`src/rtl/tick_gen_pkg.sv`:
```
// Shared types and source-select codes for the tick_gen strobe generator.
package tick_gen_pkg;

    typedef enum logic [1:0] {
        ST_IDLE,
        ST_ARM,
        ST_RUN,
        ST_SWITCH
    } tick_state_t;

    localparam logic [1:0] SEL_DIV2 = 2'd0;
    localparam logic [1:0] SEL_DIV4 = 2'd1;
    localparam logic [1:0] SEL_DIV8 = 2'd2;
    localparam logic [1:0] SEL_RAW  = 2'd3;

endpackage

```
`src/rtl/edge_rise.sv`:
```
// Rising-edge detector on a synchronous level; load reports no edge for the
// current cycle while the history still takes the current level.
module edge_rise (
    input  logic clk,
    input  logic reset,
    input  logic level,
    input  logic load,
    output logic rise
);

    logic hist;

    // NOTE: state registers use non-blocking assignment so every flop samples
    // pre-edge values regardless of block ordering.
    always_ff @(posedge clk or negedge reset) begin
        if (!reset) begin
            hist <= 1'b0;
        end else begin
            hist <= level;
        end
    end

    // A level that is already high when loaded must not count as an edge.
    assign rise = level & ~hist & ~load;

endmodule

```
`src/rtl/tick_gen.sv`:
```
// Clock-enable strobe generator: one stb per rising edge of the selected
// divided level, one tick every max(period,1) strobes, glitch-free switching.
module tick_gen
    import tick_gen_pkg::*;
#(
    parameter int CNT_W = 8
) (
    input  logic             clk,
    input  logic             reset,
    input  logic [2:0]       div_in,
    input  logic             enable,
    input  logic [1:0]       sel,
    input  logic             sel_load,
    input  logic [CNT_W-1:0] period,
    output logic             stb,
    output logic             tick,
    output logic [1:0]       sel_cur,
    output logic             busy
);

    tick_state_t      state;
    logic [CNT_W-1:0] cnt;
    logic [CNT_W-1:0] period_q;
    logic [CNT_W-1:0] cnt_last;
    logic [1:0]       pending;
    logic [1:0]       pend_nxt;
    logic             settle;
    logic             level;
    logic             rise;
    logic             hist_load;
    logic             counting;
    logic             fire;
    logic             at_last;

    // NOTE: every always_comb output gets a default first so no path can
    // leave it unassigned and infer a latch.
    always_comb begin
        level = 1'b0;
        case (sel_cur)
            SEL_DIV2: level = div_in[0];
            SEL_DIV4: level = div_in[1];
            SEL_DIV8: level = div_in[2];
            SEL_RAW:  level = 1'b1;
            default:  level = 1'b0;
        endcase
    end

    // The first cycle of ARM and of a new source only primes the history.
    assign hist_load = (state == ST_ARM) || settle;

    edge_rise u_edge_rise (
        .clk   (clk),
        .reset (reset),
        .level (level),
        .load  (hist_load),
        .rise  (rise)
    );

    assign counting = (state == ST_RUN) || (state == ST_SWITCH);
    assign fire     = counting && !settle && ((sel_cur == SEL_RAW) || rise);
    assign cnt_last = (period_q == '0) ? '0 : period_q - CNT_W'(1);
    assign at_last  = (cnt == cnt_last);
    assign pend_nxt = sel_load ? sel : pending;

    always_ff @(posedge clk or negedge reset) begin
        if (!reset) begin
            state    <= ST_IDLE;
            cnt      <= '0;
            period_q <= '0;
            pending  <= SEL_DIV2;
            settle   <= 1'b0;
            stb      <= 1'b0;
            tick     <= 1'b0;
            sel_cur  <= SEL_DIV2;
            busy     <= 1'b0;
        end else begin
            stb    <= 1'b0;
            tick   <= 1'b0;
            settle <= 1'b0;
            if (!enable) begin
                state <= ST_IDLE;
                busy  <= 1'b0;
                cnt   <= '0;
                if (sel_load) begin
                    sel_cur <= sel;
                end
            end else begin
                if (fire) begin
                    stb <= 1'b1;
                    if (at_last) begin
                        tick     <= 1'b1;
                        period_q <= period;
                    end
                    cnt <= (at_last || state == ST_SWITCH) ? '0 : cnt + CNT_W'(1);
                end
                case (state)
                    ST_IDLE: begin
                        cnt   <= '0;
                        state <= ST_ARM;
                        busy  <= 1'b1;
                        if (sel_load) begin
                            sel_cur <= sel;
                        end
                    end
                    ST_ARM: begin
                        period_q <= period;
                        state    <= ST_RUN;
                        busy     <= 1'b0;
                    end
                    ST_RUN: begin
                        if (sel_load && sel != sel_cur) begin
                            pending <= sel;
                            state   <= ST_SWITCH;
                            busy    <= 1'b1;
                        end
                    end
                    ST_SWITCH: begin
                        // The old source's strobe is the only safe hand-over point.
                        if (fire) begin
                            sel_cur <= pend_nxt;
                            state   <= ST_RUN;
                            busy    <= 1'b0;
                            settle  <= 1'b1;
                        end else if (sel_load) begin
                            pending <= sel;
                        end
                    end
                    default: begin
                        state <= ST_IDLE;
                        busy  <= 1'b0;
                    end
                endcase
            end
        end
    end

endmodule
```
`config.mk`:
```
export PLATFORM = sky130hd
export DESIGN_NAME = tick_gen
export DESIGN_NICKNAME = d
export VERILOG_FILES = /design/src/rtl/tick_gen_pkg.sv /design/src/rtl/edge_rise.sv /design/src/rtl/tick_gen.sv
export SDC_FILE = /design/constraint.sdc
export NUM_CORES = 1
export LEC_CHECK = 0
export CORE_ASPECT_RATIO = 0.7
export CORE_MARGIN = 4
export CORE_UTILIZATION = 40
export DETAILED_ROUTE_END_ITERATION = 8
export GPL_ROUTABILITY_DRIVEN = 0
export GPL_TIMING_DRIVEN = 1
export PLACE_DENSITY_LB_ADDON = 0.2
export SLEW_MARGIN = 30
export SYNTH_ARGS = -nofsm -noshare
export SYNTH_HDL_FRONTEND = slang
export SYNTH_SLANG_ARGS = --single-unit
```
`constraint.sdc`:
```
create_clock -name clk -period 5.9 [get_ports clk]
set_clock_uncertainty 0.2 [all_clocks]
set_input_delay 1.18 -clock clk [delete_from_list [all_inputs] [get_ports clk]]
set_output_delay 1.18 -clock clk [all_outputs]
set_load 0.01 [all_outputs]
```
==> results_dict.tcl <==
set metrics [dict create \
    cts_hold_buf 0 \
    multi_input_area_mm2 0.00101 \
    worstHoldPathCells 1 \
    clk_pin_slew_worst_paths_ps 80 \
    cap_violations 0 \
    syn-mean-instance-area_um2 9.56 \
    yosys.area.top_type_share_pct 37.6 \
    hold_start "pending[0]" \
    async_reset_ff_share_pct 100 \
    drive_gt1_share_pct 13.1 \
    grt_max_degree 27 \
    n_antenna_cell 0 \
    finalCritPeriodShare_pct 62.5 \
    root_buffer "clkbuf_8" \
    slowest_delay_ps 650 \
    grt_pass1_wl_um 6730 \
    r2r_setup_slack_ps 2310 \
    synth_edf_count 0 \
    cp_data_arrival_time_ps 3650 \
    worstReg2RegStart "period_q[0]" \
    synth_cell_type_count 53 \
    wirelength_um 3780 \
    ys_ff_latch 26 \
    synth_xor_area_share_pct 5.35 \
    die_y_um 63.0 \
    numPortBuffers 21 \
    stdcell_count 250 \
    reg2reg_depth 8 \
    cts_buffers 3 \
    wl_per_cell_um 15.1 \
    clockBufferDepth 2 \
    die_area_mm2 0.00546 \
    max_freq_mhz 271 \
    tns_ps 0 \
    fin_ws_ps 2210 \
    synth-simple-area-share_pct 22.3 \
    rsz0062_at_grt "no" \
    slew_viol_final 0 \
    fin_crit_ps 3690 \
    final-setup-viol-count 0 \
    ant_nets 0 \
    die_w_um 86.6 \
    core_mm2 0.00404 \
    seq_area_um2 651 \
    hold_class "register to register" \
    first_pass_iters 4 \
    cts_tree "yes" \
    syn-cell-area_mm2 0.00173 \
    place_worst_setup_slack_ps 1920 \
    synth_compound_area_share_pct 21.0 \
    synthTopCellsByArea "dfrtp_1 38%, mux2_4 6.9%, nand2_1 5.0%" \
    first_global_vias 1400 \
    fillers 384 \
    whs_endpoint "pending[0]" \
    power_density_mw_per_mm2 310 \
    ctsResizeCount 0 \
    grt_use_total_pct 15.4 \
    synth_fa_ha_area_share_pct 1.45 \
    worst_slew_pin_slew_ps 925 \
    r2r_end "period_q[6]" \
    place_hpwl_um 2880 \
    dp_cells 247 \
    cts.sinks 26 \
    synth_top_family_by_area "simple AND/OR/NAND/NOR gates" \
    area_growth_syn_to_layout_pct 16.1 \
    critical-path-top-delay-family "compound AO/OA/AOI/OAI gates" \
    drt_iter0_drc 54 \
    worstPathMaxFanout 8 \
    end_kind "register" \
    muxShareOfSynthArea_pct 8.24 \
    cp.required_ps 5860 \
    synth_top_area_cell "dfrtp_1" \
    slew_headroom_pct 37.8 \
    remaining_drc_errors 0 \
    outcome "complete, no violations" \
    boundaryPins 22 \
    vias 1404 \
    syn-num-nets 200 \
    final-hold-violation-count 0 \
    rows 19 \
    critPathLaunchType "primary input" \
    synth_warnings 0 \
    grt-ovfl-total 0 \
    clk_latency_ps 270 \
    final_core_util_pct 49.7 \
    ir_drop_uv 154 \
    ys.flop_type "dfrtp_1" \
    initial_core_util_pct 42.8 \
    nets 219 \
    viasPerCell 5.62 \
    postCtsSetupBuffers 0 \
    antenna_found_initial 0 \
    worstSetupPathType "primary input to register" \
    power_leakage_nw 0.816 \
    synth_cells 181 \
    path_buf_inv 1 \
    cts_max_level 1 \
    path_cells "clkdlybuf4s50_1, or3b_2, a21o_1, a211o_2, o41a_1, mux2_4" \
    slowest_stage "o41a_1" \
    yosysSeqAreaShare_pct 37.6 \
]
## worst register-to-register path: stages (launching register included)
cell	delay, ps
dfrtp_1	440
inv_1	80
ha_1	260
nor4b_1	500
nand2_1	150
and4_1	200
a211oi_1	700
o41a_1	600
mux2_4	350
## layer usage
metal,vias up,global-route usage [%],part of all wire (%)
met4,0,3.50,0.92
met1,684,22.6,51
met3,5,3.29,3.6
li1,695,-,-
met2,20,23.1,44
met5,-,0,0
## sequential cells by signal (all words and copies together) (netlist names)
| register | flops |
|---|---|
| tick | 1 |
| busy | 1 |
| sel_cur | 2 |
| u_edge_rise.hist | 1 |
| pending | 2 |
| settle | 1 |
| period_q | 8 |
| cnt | 8 |
| state | 1 |
| stb | 1 |
## worst max-delay path by stage
stage | startpoint | end | slack, ps | depth (start not counted)
6_report | div_in[0] | period_q[6] | 2210 | 6
3_3_place_gp | div_in[0] | period_q[6] | 1950 | 6
2_1_floorplan | div_in[0] | period_q[0] | 2620 | 6
4_1_cts | div_in[0] | period_q[6] | 2210 | 6
3_5_place_dp | div_in[0] | period_q[7] | 1920 | 6
5_1_grt | period_q[0] | period_q[6] | 2020 | 8
## where the power goes
group	total (mW)	switching (mW)	internal, mW
Clock	0.0987	0.0529	0.0458
Combinational	0.261	0.129	0.132
Sequential	0.264	0.0517	0.212
Total	0.624	0.234	0.390
## layout make-up
class | count | area share, %
Timing Repair Buffer | 22 | 10.8
Inverter | 7 | 1.31
Multi-Input combinational cell | 140 | 50.2
Sequential cell | 26 | 32.4
Clock buffer | 3 | 2.05
Tap cell | 52 | 3.24
## synth_stat cells (all sizes together), types with 2 or more instances
library cell  number
mux2              10
dfrtp             26
nor2b              7
o22ai              2
a21oi              6
nor2              10
and3               2
o21a               2
ha                 2
xor2               6
a21boi             2
nor3b              3
clkbuf             5
buf                3
a211o              2
inv                7
xnor2              2
nor4b              3
o21ai             10
nand3              3
a31oi              3
or2                4
or3                3
o211ai             6
o311ai             5
nand2             23
nor3               4
## through the flow
stage                     power [mW]  instance area [µm²]  hold slack (ps)
after floorplan                0.458                 1730              271
after global placement         0.510                 1970              285
after detailed placement       0.526                 1970              302
after CTS                      0.626                 2010              324
after global routing           0.670                 2010              323
final                          0.624                 2010              317
## logic make-up (layout without fill, tap and decap cells)
family,Yosys count,count (layout)
AOI/OAI and AO/OA,48,48
xor gates and xnor gates,9,9
adders and majority gates,2,2
buffers and inverters,15,32
DFF,26,26
muxes,10,10
and+or+nand+nor,71,71
## cell usage in the layout, fill, tap and decap left out, types with 2 or more instances in the layout
cell and instances:
nor2b_1 7, nand3_1 3, a211o_2 2, o311ai_0 5, xor2_1 6, nor2_1 10
clkbuf_8 3, o211ai_1 6, nor3_1 4, clkdlybuf4s50_1 21, or2_2 3, dfrtp_1 26
xnor2_1 2, mux2_2 2, or3_1 3, o22ai_1 2, o21ai_0 9, mux2_4 8
o21a_1 2, inv_1 7, nor3b_1 3, nor4b_1 2, a21oi_1 6, a31oi_1 3
and3_1 2, nand2_1 23, ha_1 2
Power figures use the tool's default switching activity.
